==> src/rtl/decode_pkg.sv <==
// rtl/decode_pkg.sv - shared decode constants and the packed instruction-queue entry
// Field widths, one-hot instruction formats, functional unit codes, operand
// access flags and the entry layout stored by decode_inst_queue.
package decode_pkg;

   localparam int opcodeSize              = 12;
   localparam int addressWidth            = 64;
   localparam int instructionCounterWidth = 64;
   localparam int instMinIdWidth          = 5;
   localparam int PidSize                 = 32;
   localparam int TidSize                 = 64;
   localparam int funcUnitCodeSize        = 3;
   localparam int regAccessPatternSize    = 2;
   localparam int formatWidth             = 25;
   localparam int bodyWidth               = 64;

   // One-hot instruction formats
   localparam logic [formatWidth-1:0] FMT_I  = formatWidth'(1) << 0;
   localparam logic [formatWidth-1:0] FMT_B  = formatWidth'(1) << 1;
   localparam logic [formatWidth-1:0] FMT_D  = formatWidth'(1) << 2;
   localparam logic [formatWidth-1:0] FMT_A  = formatWidth'(1) << 3;
   localparam logic [formatWidth-1:0] FMT_X  = formatWidth'(1) << 4;
   localparam logic [formatWidth-1:0] FMT_XO = formatWidth'(1) << 5;
   localparam logic [formatWidth-1:0] FMT_M  = formatWidth'(1) << 6;
   localparam logic [formatWidth-1:0] FMT_MD = formatWidth'(1) << 7;

   // Functional unit codes
   localparam logic [funcUnitCodeSize-1:0] FU_INT    = 3'd0;
   localparam logic [funcUnitCodeSize-1:0] FU_FP     = 3'd1;
   localparam logic [funcUnitCodeSize-1:0] FU_LDST   = 3'd2;
   localparam logic [funcUnitCodeSize-1:0] FU_BRANCH = 3'd3;
   localparam logic [funcUnitCodeSize-1:0] FU_CR     = 3'd4;
   localparam logic [funcUnitCodeSize-1:0] FU_SYS    = 3'd5;

   // Operand access flags
   localparam logic [regAccessPatternSize-1:0] REG_READ  = 2'b01;
   localparam logic [regAccessPatternSize-1:0] REG_WRITE = 2'b10;

   typedef struct packed {
      logic [formatWidth-1:0]             inst_format;
      logic [opcodeSize-1:0]              opcode;
      logic [addressWidth-1:0]            address;
      logic [funcUnitCodeSize-1:0]        func_unit_type;
      logic [instructionCounterWidth-1:0] maj_id;
      logic [instMinIdWidth-1:0]          min_id;
      logic [instMinIdWidth-1:0]          num_micro_ops;
      logic                               is_64bit;
      logic [PidSize-1:0]                 pid;
      logic [TidSize-1:0]                 tid;
      logic [regAccessPatternSize-1:0]    op1rw;
      logic [regAccessPatternSize-1:0]    op2rw;
      logic [regAccessPatternSize-1:0]    op3rw;
      logic [regAccessPatternSize-1:0]    op4rw;
      logic                               op1_is_reg;
      logic                               op2_is_reg;
      logic                               op3_is_reg;
      logic                               op4_is_reg;
      logic                               modifies_cr;
      logic [bodyWidth-1:0]               body;
   } entry_t;

   localparam int entryWidth = $bits(entry_t);

endpackage

==> src/rtl/decode_fifo_ctrl.sv <==
// rtl/decode_fifo_ctrl.sv - pointer, occupancy, stall and overflow control for the decode queue
// Optional build macro: DECODE_QUEUE_STATS_EN (push/pop/drop counters).
// Ports:
//   i_clock, i_reset (async, active-high), i_flush (sync clear)
//   i_enable  : beat offered this cycle (no backpressure upstream)
//   i_ready   : dispatch accepts the head entry
//   o_wr_en / o_wr_ptr : storage write strobe and slot
//   o_rd_ptr  : head slot
//   o_valid, o_count, o_stall, o_overflow : queue status
//   o_push_count / o_pop_count / o_drop_count : statistics (macro only)
module decode_fifo_ctrl #(
   parameter int depth      = 8,
   parameter int stallSlack = 3
) (
   input  logic                       i_clock,
   input  logic                       i_reset,
   input  logic                       i_flush,
   input  logic                       i_enable,
   input  logic                       i_ready,
   output logic                       o_wr_en,
   output logic [$clog2(depth)-1:0]   o_wr_ptr,
   output logic [$clog2(depth)-1:0]   o_rd_ptr,
   output logic                       o_valid,
   output logic [$clog2(depth):0]     o_count,
   output logic                       o_stall,
`ifdef DECODE_QUEUE_STATS_EN
   output logic [31:0]                o_push_count,
   output logic [31:0]                o_pop_count,
   output logic [31:0]                o_drop_count,
`endif
   output logic                       o_overflow
);
   localparam int PTR_W = $clog2(depth);
   localparam int CNT_W = PTR_W + 1;

   logic [PTR_W-1:0] r_wr_ptr;
   logic [PTR_W-1:0] r_rd_ptr;
   logic [CNT_W-1:0] r_count;
   logic             r_stall;
   logic [CNT_W-1:0] w_count_next;
   logic             w_full;
   logic             w_empty;
   logic             w_pop;
   logic             w_push;
   logic             w_drop;

   assign w_full  = (r_count == CNT_W'(depth));
   assign w_empty = (r_count == '0);
   assign w_pop   = !w_empty && i_ready && !i_flush;
   // A full queue still takes a beat when the head leaves in the same cycle.
   assign w_push  = i_enable && (!w_full || w_pop) && !i_flush;
   assign w_drop  = i_enable && w_full && !w_pop && !i_flush;

   always_comb begin
      w_count_next = r_count;
      if (i_flush)
         w_count_next = '0;
      else if (w_push && !w_pop)
         w_count_next = r_count + CNT_W'(1);
      else if (w_pop && !w_push)
         w_count_next = r_count - CNT_W'(1);
   end

   always_ff @(posedge i_clock or posedge i_reset) begin
      if (i_reset) begin
         r_wr_ptr <= '0;
         r_rd_ptr <= '0;
         r_count  <= '0;
         r_stall  <= 1'b0;
      end else begin
         r_count <= w_count_next;
         // Registered early warning, sized so in-flight decode beats still fit.
         r_stall <= (w_count_next >= CNT_W'(depth - stallSlack));
         if (i_flush) begin
            r_wr_ptr <= '0;
            r_rd_ptr <= '0;
         end else begin
            if (w_push) r_wr_ptr <= r_wr_ptr + PTR_W'(1);
            if (w_pop)  r_rd_ptr <= r_rd_ptr + PTR_W'(1);
         end
      end
   end

`ifdef DECODE_QUEUE_STATS_EN
   logic [31:0] r_push_count;
   logic [31:0] r_pop_count;
   logic [31:0] r_drop_count;

   // Statistics deliberately survive flush; only reset clears them.
   always_ff @(posedge i_clock or posedge i_reset) begin
      if (i_reset) begin
         r_push_count <= '0;
         r_pop_count  <= '0;
         r_drop_count <= '0;
      end else begin
         if (w_push) r_push_count <= r_push_count + 32'd1;
         if (w_pop)  r_pop_count  <= r_pop_count + 32'd1;
         if (w_drop) r_drop_count <= r_drop_count + 32'd1;
      end
   end

   assign o_push_count = r_push_count;
   assign o_pop_count  = r_pop_count;
   assign o_drop_count = r_drop_count;
`endif

   assign o_wr_en    = w_push;
   assign o_wr_ptr   = r_wr_ptr;
   assign o_rd_ptr   = r_rd_ptr;
   assign o_valid    = !w_empty;
   assign o_count    = r_count;
   assign o_stall    = r_stall;
   assign o_overflow = w_drop;

endmodule

==> src/rtl/decode_inst_queue.sv <==
// rtl/decode_inst_queue.sv - decoded instruction FIFO between decode mux and dispatch
// Optional build macro: DECODE_QUEUE_STATS_EN adds pushCount_o/popCount_o/dropCount_o.
// Ports:
//   clock_i, reset_i (async, active-high), flush_i (sync clear)
//   enable_i + *_i fields : decoded beat, no backpressure
//   ready_i               : dispatch takes the head entry
//   valid_o + *_o fields  : head entry, zero while the queue is empty
//   stall_o, overflow_o, count_o : flow control and occupancy
module decode_inst_queue
   import decode_pkg::*;
#(
   parameter int depth      = 8,
   parameter int stallSlack = 3
) (
   input  logic                               clock_i,
   input  logic                               reset_i,
   input  logic                               flush_i,
   input  logic                               enable_i,
   input  logic [formatWidth-1:0]             instFormat_i,
   input  logic [opcodeSize-1:0]              opcode_i,
   input  logic [addressWidth-1:0]            address_i,
   input  logic [funcUnitCodeSize-1:0]        funcUnitType_i,
   input  logic [instructionCounterWidth-1:0] majID_i,
   input  logic [instMinIdWidth-1:0]          minID_i,
   input  logic [instMinIdWidth-1:0]          numMicroOps_i,
   input  logic                               is64Bit_i,
   input  logic [PidSize-1:0]                 pid_i,
   input  logic [TidSize-1:0]                 tid_i,
   input  logic [regAccessPatternSize-1:0]    op1rw_i,
   input  logic [regAccessPatternSize-1:0]    op2rw_i,
   input  logic [regAccessPatternSize-1:0]    op3rw_i,
   input  logic [regAccessPatternSize-1:0]    op4rw_i,
   input  logic                               op1IsReg_i,
   input  logic                               op2IsReg_i,
   input  logic                               op3IsReg_i,
   input  logic                               op4IsReg_i,
   input  logic                               modifiesCR_i,
   input  logic [bodyWidth-1:0]               body_i,
   input  logic                               ready_i,
   output logic                               valid_o,
   output logic [formatWidth-1:0]             instFormat_o,
   output logic [opcodeSize-1:0]              opcode_o,
   output logic [addressWidth-1:0]            address_o,
   output logic [funcUnitCodeSize-1:0]        funcUnitType_o,
   output logic [instructionCounterWidth-1:0] majID_o,
   output logic [instMinIdWidth-1:0]          minID_o,
   output logic [instMinIdWidth-1:0]          numMicroOps_o,
   output logic                               is64Bit_o,
   output logic [PidSize-1:0]                 pid_o,
   output logic [TidSize-1:0]                 tid_o,
   output logic [regAccessPatternSize-1:0]    op1rw_o,
   output logic [regAccessPatternSize-1:0]    op2rw_o,
   output logic [regAccessPatternSize-1:0]    op3rw_o,
   output logic [regAccessPatternSize-1:0]    op4rw_o,
   output logic                               op1IsReg_o,
   output logic                               op2IsReg_o,
   output logic                               op3IsReg_o,
   output logic                               op4IsReg_o,
   output logic                               modifiesCR_o,
   output logic [bodyWidth-1:0]               body_o,
   output logic                               stall_o,
   output logic                               overflow_o,
`ifdef DECODE_QUEUE_STATS_EN
   output logic [31:0]                        pushCount_o,
   output logic [31:0]                        popCount_o,
   output logic [31:0]                        dropCount_o,
`endif
   output logic [$clog2(depth):0]             count_o
);
   localparam int PTR_W = $clog2(depth);

   entry_t             r_mem [depth];
   entry_t             w_in_entry;
   entry_t             w_head;
   logic               w_wr_en;
   logic [PTR_W-1:0]   w_wr_ptr;
   logic [PTR_W-1:0]   w_rd_ptr;
   logic               w_valid;

   decode_fifo_ctrl #(.depth(depth), .stallSlack(stallSlack)) u_ctrl (
      .i_clock      (clock_i),
      .i_reset      (reset_i),
      .i_flush      (flush_i),
      .i_enable     (enable_i),
      .i_ready      (ready_i),
      .o_wr_en      (w_wr_en),
      .o_wr_ptr     (w_wr_ptr),
      .o_rd_ptr     (w_rd_ptr),
      .o_valid      (w_valid),
      .o_count      (count_o),
      .o_stall      (stall_o),
`ifdef DECODE_QUEUE_STATS_EN
      .o_push_count (pushCount_o),
      .o_pop_count  (popCount_o),
      .o_drop_count (dropCount_o),
`endif
      .o_overflow   (overflow_o)
   );

   assign w_in_entry = '{
      inst_format:    instFormat_i,
      opcode:         opcode_i,
      address:        address_i,
      func_unit_type: funcUnitType_i,
      maj_id:         majID_i,
      min_id:         minID_i,
      num_micro_ops:  numMicroOps_i,
      is_64bit:       is64Bit_i,
      pid:            pid_i,
      tid:            tid_i,
      op1rw:          op1rw_i,
      op2rw:          op2rw_i,
      op3rw:          op3rw_i,
      op4rw:          op4rw_i,
      op1_is_reg:     op1IsReg_i,
      op2_is_reg:     op2IsReg_i,
      op3_is_reg:     op3IsReg_i,
      op4_is_reg:     op4IsReg_i,
      modifies_cr:    modifiesCR_i,
      body:           body_i
   };

   // Storage has no reset; stale slots are hidden by gating the head with valid.
   always_ff @(posedge clock_i) begin
      if (w_wr_en) r_mem[w_wr_ptr] <= w_in_entry;
   end

   assign w_head = w_valid ? r_mem[w_rd_ptr] : '0;

   assign valid_o        = w_valid;
   assign instFormat_o   = w_head.inst_format;
   assign opcode_o       = w_head.opcode;
   assign address_o      = w_head.address;
   assign funcUnitType_o = w_head.func_unit_type;
   assign majID_o        = w_head.maj_id;
   assign minID_o        = w_head.min_id;
   assign numMicroOps_o  = w_head.num_micro_ops;
   assign is64Bit_o      = w_head.is_64bit;
   assign pid_o          = w_head.pid;
   assign tid_o          = w_head.tid;
   assign op1rw_o        = w_head.op1rw;
   assign op2rw_o        = w_head.op2rw;
   assign op3rw_o        = w_head.op3rw;
   assign op4rw_o        = w_head.op4rw;
   assign op1IsReg_o     = w_head.op1_is_reg;
   assign op2IsReg_o     = w_head.op2_is_reg;
   assign op3IsReg_o     = w_head.op3_is_reg;
   assign op4IsReg_o     = w_head.op4_is_reg;
   assign modifiesCR_o   = w_head.modifies_cr;
   assign body_o         = w_head.body;

endmodule

==> config.mk <==
export PLATFORM = sky130hd
export DESIGN_NAME = decode_inst_queue
export DESIGN_NICKNAME = d
export VERILOG_FILES = /design/src/rtl/decode_pkg.sv /design/src/rtl/decode_fifo_ctrl.sv /design/src/rtl/decode_inst_queue.sv
export SDC_FILE = /design/constraint.sdc
export NUM_CORES = 2
export LEC_CHECK = 0
export ABC_AREA = 1
export BUFFER_PORTS_ARGS = -buffer_cell sky130_fd_sc_hd__buf_2
export CORE_MARGIN = 2
export CORE_UTILIZATION = 30
export DETAILED_ROUTE_END_ITERATION = 6
export SYNTH_ARGS = -nofsm -noshare
export SYNTH_HDL_FRONTEND = slang
export SYNTH_HIERARCHICAL = 1
export SYNTH_SLANG_ARGS = --single-unit
==> constraint.sdc <==
create_clock -name clock_i -period 23.7 [get_ports clock_i]
set_clock_uncertainty 0.05 [all_clocks]
set_input_delay 1.185 -clock clock_i [delete_from_list [all_inputs] [get_ports clock_i]]
set_output_delay 1.185 -clock clock_i [all_outputs]
set_load 0.02 [all_outputs]
== Yosys cells after proc, flatten, opt, wreduce, memory -nomap -nowiden ==
Memories as Yosys holds them, arrays and structs flattened.
Cells that the tools add are included.
Storage, ports and cells
  register bits: 11
  bits in writable memories: 2816
  input port bits: 357
  output and inout port bits: 359
  word-level logic and storage cells: 39
  memories kept: 1
Operators by class
  add/sub/neg operators: 4
  magnitude comparators: 1
  eq/ne operators: 1
  multiplexer cells: 10
  reductions and logical operators: 18
Memory list
  r_mem: depth 8, width 352, rd ports 1, clocked after memory_dff 0, write ports 1, line decode_inst_queue.sv:72  | entry_t r_mem [depth];
Operator list (count)
  2-to-1 mux 352 bit: 1
  2-to-1 mux 3 bit: 4
  2-to-1 mux 4 bit: 3
  logical AND 1 bit: 9
  adder 3 x 1 -> 3 bit, second input constant: 2
  zero test 1 bit: 5
  adder 4 x 1 -> 4 bit, second input constant: 1
  equality test 4 bit, second input constant: 1
  >= comparator 4 x 3 -> 1 bit, second input constant: 1
  zero test 4 bit: 1
  nonzero test 2 bit: 2
  subtractor 4 x 1 -> 4 bit, second input constant: 1
  2-to-1 mux 1 bit: 2
  logical OR 1 bit: 1

== Depth between registers and ports, before layout ==
  word-level depth: 13
  mapped depth: 12
  gate-level depth less buffers: 12

== Hierarchy ==
Netlist, hierarchy kept.
By module, submodules not included
  decode_inst_queue: times used 1, cells an instance 12221, area each 122886.6 µm², seq. area each 84561.1 µm²
  decode_fifo_ctrl: times used 1, cells an instance 95, area each 752.0 µm², seq. area each 275.3 µm²

== Least setup slack after synthesis ==
No wires, ideal clock.
  kind: input to register
  start: in flush_i
  end: mem r_mem[1][0] in the netlist's numbering, enable pin
  library setup time: 1.077 ns
  arrival: 16.451 ns
  required time: 22.573 ns
  slack: 6.123 ns
  stages: 7
  path buffers: 0
  path through: inv_1 nand3_4 nand4_1 nand2_1 inv_1 nand2_1 nor2_1
Between the ends
  longest elaborated chain between the ends: 7
RTL lines
  start, declared: line decode_inst_queue.sv:17  | input logic flush_i,
  zero test 1 bit *: line decode_fifo_ctrl.sv:49, decode_fifo_ctrl.sv:51
  logical AND 1 bit: line decode_fifo_ctrl.sv:49  | assign w_pop = !w_empty && i_ready && !i_flush;
  logical OR 1 bit: line decode_fifo_ctrl.sv:51  | assign w_push = i_enable && (!w_full || w_pop) && !i_flush;
  logical AND 1 bit: line decode_fifo_ctrl.sv:51
  logical AND 1 bit *: line decode_fifo_ctrl.sv:51
  via w_wr_en: line decode_inst_queue.sv:75  | logic w_wr_en;
  2-to-1 mux 1 bit *: line decode_inst_queue.sv:125  | if (w_wr_en) r_mem[w_wr_ptr] <= w_in_entry;
  2-to-1 mux 1 bit (implied by the code) *: line decode_inst_queue.sv:125
  end, declared: line decode_inst_queue.sv:72
The timed path passes the listed nets; every way through them passes the cells marked *.

== Worst setup path after layout ==
  start: reg u_ctrl.r_rd_ptr[0] (netlist: u_ctrl/o_rd_ptr[0])
  end: out majID_o[2]
Between the ends
  longest elaborated chain between the ends: 2
RTL lines
  start, declared: line decode_fifo_ctrl.sv:37  | logic [PTR_W-1:0] r_rd_ptr;
  start signal, assigned: line decode_fifo_ctrl.sv:79  | if (w_pop) r_rd_ptr <= r_rd_ptr + PTR_W'(1);
  memory (8 x 352 bit)
  2-to-1 mux 352 bit: line decode_inst_queue.sv:128  | assign w_head = w_valid ? r_mem[w_rd_ptr] : '0;
  end, declared: line decode_inst_queue.sv:45  | output logic [instructionCounterWidth-1:0] majID_o,
No other way between the ends.

==> impl_metrics.yaml <==
synth:
  yosysWarnings: 6
  ys_seq_area_frac: 0.686
  syn_inst: 12300
  yosysUniqueCellTypes: 25
  syn_avg_cell_area_um2: 10.0
  synth_nets: 12700
  netlist_area_um2: 124000
  ys_seq_elements: 2827
routing:
  drt-initial-drc-count: 6429
  drc: 0
  wl_um: 320000
  wl_per_cell_um: 17.1
  routed_via_density: 4.36
  first_pass_iters: 6
  ant_nets: 0
  route.vias.total: 81400
die:
  die_h_um: 646
  start_util: 0.302
  coreArea_um2: 410000
  ios: 716
  die_w_um: 646
  dieArea_um2: 417000
  rows: 235
worst_setup_path:
  path_buf_inv: 6
  worstPathMaxFanout: 95
  slowest_delay_ps: 940
  path_cells: "buf_4, buf_4, buf_4, buf_4, buf_4, nand2_1, nand3_1, nand3_1, nand2_1, nor2_1, buf_2"
  crit_family: "buffers and inverters"
  end_kind: "primary output"
  rr_startpoint: "u_ctrl/o_count[0]$_DFF_PP0_"
  required_ps: 22470
  cp-start-kind: "register"
  crit_type: "register to primary output"
  worstPathArrival_ps: 6970
  critPathMostFrequentCell: "buf_4"
  r2r_cells: 12
  r2r_slack_ps: 17890
  r2r-end: "r_mem[7][255]$_DFFE_PP_"
  cp_slowest_cell: "buf_4"
clocking:
  clk_latency_ps: 910
  clock-sinks: 2827
  post_cts_buffers: 0
  path_clk_slew_ps: 60
  cts_max_path_buffers: 4
  cts_resized: 0
  cts_root_buffer: "clkbuf_16"
  cts.htree.levels: 5
  hold_buffers: 0
  numCtsBuffers: 317
  cts_tree: "yes"
global_routing:
  grt_pass1_wl_um: 479000
  grt_overflow: 0
  antenna_found_initial: 112
  grt_max_degree: 214
  grt_usage: 0.148
  grt_pass1_vias: 77800
run:
  maxCapViolations: 0
power_and_ir_drop:
  leakagePower_nw: 62.8
  powerDensity_nw_per_um2: 84.8
  irDropWorstVdd_v: 0.0000763
layout:
  final_cells: 18700
  fillers: 40500
  final_cell_mix: "nand2_1 (3550), inv_1 (2837), edfxtp_1 (2816), nand3_1 (1774), buf_2 (715)"
  utilization: 0.347
  area_growth_pct: 15.2
  layout_commonest_cell: "nand2_1"
  layout-drive-gt1-share: 0.0971
  fin_nets: 13300
placed_design:
  port_buffers: 715
  place.gp.congestion: 0.764
  place_inst: 18000
  dpl.hpwl_um: 175000
sta:
  min_period_over_period: 0.346
  fmax_mhz: 122
  setup_tns_ps: 0
  min_period_ps: 8200
  worst_pin_slew_ps: 1190
  slew_headroom: 0.209
  setup_viol: 0
  rsz0062_at_grt: "no"
  hold_viol: 0
  slew_viol_final: 0
min_path:
  worstHoldPathType: "input port to async pin"
run_status:
  run_status: "finished, final reports clean"
==> cell usage after synthesis, drive strengths merged <==
cell	n	area, µm²
a21oi	2	10.0
nor3	1	5.00
nor2	716	2690
nand2	3551	13300
o21ai	4	20.0
nand4	5	46.3
edfxtp	2816	84600
xnor2	2	17.5
buf	464	2560
clkbuf	123	472
o31ai	1	7.51
inv	2839	10700
nand3	1776	8910
ha	5	62.6
dfrtp	11	275
==> worst max path at each step <==
stage / from / endpoint / depth (start not counted)
global route: u_ctrl/o_rd_ptr[0]$_DFFE_PP0P_ / majID_o[2] / 11
CTS: u_ctrl/o_rd_ptr[0]$_DFFE_PP0P_ / minID_o[3] / 11
floorplan: flush_i / r_mem[1][0]$_DFFE_PP_ / 7
global placement: u_ctrl/o_rd_ptr[0]$_DFFE_PP0P_ / majID_o[1] / 11
finish: u_ctrl/o_rd_ptr[0]$_DFFE_PP0P_ / majID_o[2] / 11
detailed placement: u_ctrl/o_rd_ptr[0]$_DFFE_PP0P_ / majID_o[2] / 11
==> cells by family (layout without fill, tap and decap cells) <==
kind of cell	after synthesis	after routing	share of synthesized area
XOR/XNOR	2	2	0.000142
adder cells (fa/ha/maj)	5	5	0.000506
other	0	60	0
AO/OA/AOI/OAI	7	7	0.000304
AND/OR/NAND/NOR	6049	6049	0.202
flip-flops	2827	2827	0.686
buffers and inverters	3426	4249	0.111
==> sequential cells by signal, summed over array words and instances (netlist names) <==
name,cells
r_mem,2816
u_ctrl/o_count,4
u_ctrl/o_rd_ptr,3
u_ctrl/o_stall,1
u_ctrl/o_wr_ptr,3
==> through the flow <==
stage	hold slack [ps]	cell area, µm²	worst slack [ps]	power, mW
2_1_floorplan	397	124000	6120	6.89
3_3_place_gp	498	132000	16490	7.47
3_5_place_dp	509	132000	16470	7.48
4_1_cts	150	142000	15400	12.2
5_1_grt	187	142000	14980	12.6
6_report	246	142000	15500	12.1
==> layout make-up <==
| cell class | instances | area [µm²] | share of cell area |
|---|---|---|---|
| Sequential cell | 2827 | 84800 | 0.596 |
| Multi-Input combinational cell | 6063 | 25200 | 0.177 |
| Inverter | 2839 | 10700 | 0.0749 |
| Clock buffer | 416 | 8380 | 0.0588 |
| Tap cell | 5451 | 6820 | 0.0479 |
| Timing Repair Buffer | 845 | 4750 | 0.0334 |
| Clock inverter | 149 | 1590 | 0.0112 |
| Antenna cell | 60 | 150 | 0.00105 |
==> per-layer routing <==
metal	vias to the layer above	global-route usage	wire length, µm
li1	39800	-	-
met1	38700	0.185	133000
met2	2146	0.255	156000
met3	637	0.0290	19200
met4	54	0.0527	11000
met5	-	0	346
==> worst reg2reg max path, cell delays in order, from the launching register on <==
cell and delay [ps]:
dfrtp_1 410, inv_1 110, ha_1 310, nand2_8 410
nand3_4 210, nand4_1 180, nand2_1 80, inv_1 100
nand2_1 240, nor2_4 780, buf_4 800, buf_4 810
buf_4 880
==> report_power, final <==
group	switching, mW	internal (mW)
logic	1.29	0.453
registers	0.0237	5.59
clock network	2.05	2.67
total	3.36	8.71
(Power assumes the default switching activity.)
